**src/rtl/program_feeder.sv**
```systemverilog
// program_feeder: walks a processor through a short program held in local memory,
// inserting the immediate word after MVI and policing the Done handshake.
//
// state  | meaning
// IDLE   | out of reset, waiting for Start
// ISSUE  | instruction word on Din with Run high
// IMM    | immediate word on Din, Done must arrive this cycle
// WAIT   | waiting for Done, timeout counter running
// HALTED | program completed
// ERR    | protocol error, waiting for Start
module program_feeder #(
    parameter logic [2:0] OPC_MVI = 3'b001,
    parameter int         DEPTH   = 16,
    parameter int         TIMEOUT = 7
) (
    input  logic       clock,
    input  logic       aReset,
    input  logic       Start,
    input  logic [4:0] ProgLen,
    input  logic       LdEn,
    input  logic [3:0] LdAddr,
    input  logic [8:0] LdData,
    input  logic       Done,
    output logic       Run,
    output logic [8:0] Din,
    output logic       Busy,
    output logic       Finished,
    output logic       Error,
    output logic [3:0] PC,
    output logic [7:0] InstrCount
);

    localparam logic [2:0] S_IDLE   = 3'd0;
    localparam logic [2:0] S_ISSUE  = 3'd1;
    localparam logic [2:0] S_IMM    = 3'd2;
    localparam logic [2:0] S_WAIT   = 3'd3;
    localparam logic [2:0] S_HALTED = 3'd4;
    localparam logic [2:0] S_ERR    = 3'd5;

    localparam logic [7:0] TMO_LD = 8'(TIMEOUT);

    logic [2:0] state;
    logic [4:0] pc;
    logic [4:0] len;
    logic [7:0] tmr;
    logic [7:0] icount;
    logic       fin;
    logic [8:0] mem [DEPTH];

    logic [8:0] word;
    logic [4:0] pc_inc;
    logic       idle_like;
    logic       start_ok;
    logic       is_mvi;
    logic       last_word;

    assign word      = mem[pc[3:0]];
    assign pc_inc    = pc + 5'd1;
    assign idle_like = (state == S_IDLE) || (state == S_HALTED) || (state == S_ERR);
    assign start_ok  = (ProgLen != 5'd0) && (ProgLen <= 5'd16);
    assign is_mvi    = (word[8:6] == OPC_MVI);
    assign last_word = (pc == len - 5'd1);

    // Memory is deliberately outside the reset domain so a program survives aReset.
    always_ff @(posedge clock) begin
        if (LdEn && idle_like) begin
            mem[LdAddr] <= LdData;
        end
    end

    always_ff @(posedge clock or posedge aReset) begin
        if (aReset) begin
            state  <= S_IDLE;
            pc     <= 5'd0;
            len    <= 5'd0;
            tmr    <= 8'd0;
            icount <= 8'd0;
            fin    <= 1'b0;
        end else begin
            fin <= 1'b0;
            case (state)
                S_IDLE, S_HALTED, S_ERR: begin
                    if (Start) begin
                        if (start_ok) begin
                            state  <= S_ISSUE;
                            pc     <= 5'd0;
                            icount <= 8'd0;
                            len    <= ProgLen;
                        end else begin
                            state <= S_ERR;
                        end
                    end
                end
                S_ISSUE: begin
                    // An MVI with no word left for its immediate is refused outright.
                    if (is_mvi && last_word) begin
                        state <= S_ERR;
                    end else begin
                        pc    <= pc_inc;
                        tmr   <= TMO_LD;
                        state <= is_mvi ? S_IMM : S_WAIT;
                    end
                end
                S_IMM: begin
                    if (Done) begin
                        pc     <= pc_inc;
                        icount <= icount + 8'd1;
                        if (pc_inc == len) begin
                            state <= S_HALTED;
                            fin   <= 1'b1;
                        end else begin
                            state <= S_ISSUE;
                        end
                    end else begin
                        state <= S_ERR;
                    end
                end
                S_WAIT: begin
                    if (Done) begin
                        icount <= icount + 8'd1;
                        if (pc == len) begin
                            state <= S_HALTED;
                            fin   <= 1'b1;
                        end else begin
                            state <= S_ISSUE;
                        end
                    end else if (tmr == 8'd1) begin
                        state <= S_ERR;
                    end else begin
                        tmr <= tmr - 8'd1;
                    end
                end
                default: state <= S_IDLE;
            endcase
        end
    end

    assign Run        = (state == S_ISSUE) && !(is_mvi && last_word);
    assign Din        = ((state == S_ISSUE) || (state == S_IMM)) ? word : 9'd0;
    assign Busy       = !idle_like;
    assign Finished   = fin;
    assign Error      = (state == S_ERR);
    assign PC         = pc[3:0];
    assign InstrCount = icount;

endmodule

```
**config.mk**
```make
export PLATFORM = sky130hd
export DESIGN_NAME = program_feeder
export DESIGN_NICKNAME = d
export VERILOG_FILES = /design/src/rtl/program_feeder.sv
export SDC_FILE = /design/constraint.sdc
export NUM_CORES = 1
export LEC_CHECK = 0
export ABC_AREA = 0
export BUFFER_PORTS_ARGS = -buffer_cell sky130_fd_sc_hd__buf_2
export CAP_MARGIN = 25
export CORE_ASPECT_RATIO = 1.2
export CORE_MARGIN = 1
export CORE_UTILIZATION = 65
export DETAILED_ROUTE_END_ITERATION = 8
export GPL_TIMING_DRIVEN = 0
export PLACE_DENSITY = 0.85
export SLEW_MARGIN = 15
export SYNTH_ARGS = -nofsm -noshare
export SYNTH_HDL_FRONTEND = slang
export SYNTH_SLANG_ARGS = --single-unit
```
**constraint.sdc**
```tcl
create_clock -name clock -period 5.11 [get_ports clock]
set_clock_uncertainty 0.05 [all_clocks]
set_input_delay 1.022 -clock clock [delete_from_list [all_inputs] [get_ports clock]]
set_output_delay 1.022 -clock clock [all_outputs]
set_load 0.1 [all_outputs]
```
==> flow_summary.yaml <==
clock_tree:
  clk_path_buf_depth: 2
  clock-sinks: 174
  cts_tree: "yes"
  post_cts_resized: 0
  insertion_delay_ns: 0.43
  hold_buffers: 0
  cts_buffers: 17
  htree_levels: 4
  clkTransAtPathRegs_ns: 0.06
  post-cts-setup-buffers: 0
  cts_root_buf: "clkbuf_16"
cells_and_area:
  regArea_mm2: 0.005075
  fillers: 600
  diodes: 0
  drive_above_1_share_pct: 26.40
  final_nets: 568
  utilization_pct: 77.93
  mostFrequentLayoutCell: "edfxtp_1"
  area_delta_synth_final_pct: 15.18
  multi_input_area_mm2: 0.002296
  layout_common_cells: "edfxtp_1, buf_2, nor2_1"
synthesis:
  ys.flop_type: "edfxtp_1"
  synth-seq-area-share_pct: 67.01
  synth_seq_cells: 174
  ys.warnings.count: 0
  synth_area_mm2: 0.007574
  syn_inst: 469
  synth-edff-count: 144
  syn-num-nets: 497
  synth_cell_types: 53
  async_flop_share_pct: 17.24
  syn_area_per_cell_um2: 16.15
critical_path:
  crit_family: "buffers and inverters"
  cpPeakStageDelay_ns: 0.57
  worstSetupPathType: "reg -> out"
  required_ns: 4.04
  rr_worst_depth: 5
  worstReg2RegEnd: "mem[3][8]$_DFFE_PP_"
  worstPathArrival_ns: 3.34
  crit_buf_inv: 4
  cp_max_fo: 10
  cp.depth: 7
  cpMaxStageDelayCell: "mux4_2"
  worst_setup_path_end_kind: "output port"
  r2r-start: "state[2]$_DFFE_PP0P_"
  path_cells: "buf_6, buf_6, buf_2, mux4_2, mux4_2, nor2b_1, buf_2"
  rrSetupSlack_ns: 2.08
  start_kind: "register"
hold_path:
  min_to: "tmr[6]$_DFFE_PP0P_"
  holdCritPathClass: "reg -> reg"
  hold_start: "tmr[6]$_DFFE_PP0P_"
  whs_path_depth: 1
floorplanning:
  start_util_pct: 67.66
  die_h_um: 120.2
  core_mm2: 0.01119
  row_count: 42
  ios: 48
  die-area_mm2: 0.01209
  die_w_um: 100.5
grt:
  met1_usage_pct: 36.90
  grt_max_degree: 21
  antenna_found_initial: 0
  overflow: 0
  met2_usage_pct: 49.91
  grt_pass1_wl_um: 25500
  grt-busiest-layer: "met2"
  track_usage_pct: 30.05
  first_global_vias: 4620
  grtUsageMet3_pct: 5.954
timing:
  final-setup-viol-count: 0
  rsz0062_at_grt: "false"
  fmax_mhz: 226.7
  fin_crit_sh_pct: 86.32
  hold_ws_ns: 0.4368
  setup_tns_ns: 0
  hold_viol: 0
  tightest_slew_ns: 1.027
  fin_ws_ns: 0.6988
  period_minus_slack_ns: 4.411
  drv_slew: 0
  slew_headroom_pct: 31.31
route:
  vias: 4595
  wirelength_um: 16540
  wl_per_cell_um: 23.39
  first_pass_iters: 5
  routed_via_density: 6.499
  drt_iter0_markers: 401
  drc: 0
  postRouteAntennaNets: 0
flow_run:
  max_cap_violations: 0
place:
  place_congestion: 0.8164
  dp_slack_ns: 1.126
  port_buffers: 46
  post-dp-hpwl_um: 11140
run_status:
  status: "complete, no violations"
power_and_ir_drop:
  leakagePower_nw: 3.133
  ir_drop_mv: 0.4186
  powerDensity_mw_per_mm2: 561.3
## flip-flops by register name, indices dropped and copies added (netlist names)
name / flops
Finished: 1
InstrCount: 8
len: 5
mem: 144
pc: 5
state: 3
tmr: 8
## cell type report
type / instances / share of cell area (%)
buffer: 23 / 1.994
clock buffer: 18 / 4.920
clock inverter: 14 / 2.438
inverter: 13 / 0.5594
multi-input combinational: 259 / 26.32
sequential: 174 / 58.18
tap: 154 / 2.209
timing repair buffer: 52 / 3.385
## per-layer routing
layer  up-vias  share of wire [%]  wire (um)
met5         -                  0          0
met4         0                3.7        613
met3        49                6.9       1148
met2       276                 52       8553
met1      2295                 38       6222
li1       1975                  -          -
## cell families after synthesis
| kind of cell | after synthesis | synth area share, % |
|---|---|---|
| AO/OA/AOI/OAI | 59 | 4.923 |
| XOR/XNOR | 16 | 1.850 |
| adder cells (fa/ha/maj) | 5 | 0.8260 |
| buffers and inverters | 36 | 2.941 |
| flip-flops | 174 | 67.01 |
| multiplexers | 49 | 14.04 |
| AND/OR/NAND/NOR | 130 | 8.409 |
## synth_stat cells (all sizes together) (2+ instances only)
| library cell | n | area [um2] |
|---|---|---|
| and2b | 3 | 22.52 |
| and2 | 2 | 12.51 |
| nand2 | 28 | 105.1 |
| and3 | 6 | 38.79 |
| clkbuf | 10 | 77.57 |
| mux4 | 42 | 987.2 |
| inv | 13 | 48.80 |
| xor2 | 9 | 78.83 |
| nor2b | 8 | 50.05 |
| edfxtp | 144 | 4324 |
| ha | 5 | 62.56 |
| mux2 | 5 | 56.30 |
| dfrtp | 30 | 750.7 |
| a31oi | 2 | 12.51 |
| or3 | 2 | 12.51 |
| o21ai | 29 | 156.4 |
| a21oi | 10 | 50.05 |
| o31ai | 2 | 15.01 |
| nand3 | 20 | 105.1 |
| nand2b | 3 | 18.77 |
| buf | 13 | 96.34 |
| nor3 | 13 | 65.06 |
| o41ai | 2 | 17.52 |
| xnor2 | 7 | 61.31 |
| nand4 | 3 | 25.02 |
| mux2i | 2 | 20.02 |
| a22oi | 3 | 27.52 |
| nor4 | 3 | 18.77 |
| nor2 | 35 | 131.4 |
## metrics by stage
stage	cell area, um2	total power [mW]	instances
final	8723	4.896	707
after global routing	8723	5.064	707
after CTS	8716	4.893	706
after detailed placement	8074	3.495	674
after global placement	7996	3.421	669
after floorplan	7574	3.130	469
## report_power, final
group | internal, mW | switching (mW)
sequential | 1.62 | 0.0839
combinational | 0.539 | 1.25
clock | 0.868 | 0.536
total | 3.02 | 1.87
## worst register-to-register path: stages (launching register included)
cell     delay [ns]
dfrtp_1        0.47
inv_1          0.19
a21oi_1        0.52
nand2_1        0.20
or3_1          0.42
nor2_1         0.81
## how the worst max path moves through the flow
stage                 startpoint  endpoint
2_1_floorplan  pc[0]$_DFFE_PP0P_    Din[0]
3_3_place_gp   pc[0]$_DFFE_PP0P_    Din[0]
3_5_place_dp   pc[0]$_DFFE_PP0P_    Din[1]
4_1_cts        pc[0]$_DFFE_PP0P_    Din[1]
5_1_grt        pc[0]$_DFFE_PP0P_    Din[1]
6_report       pc[0]$_DFFE_PP0P_    Din[1]
Note: power is estimated with default switching activity, not from simulation.
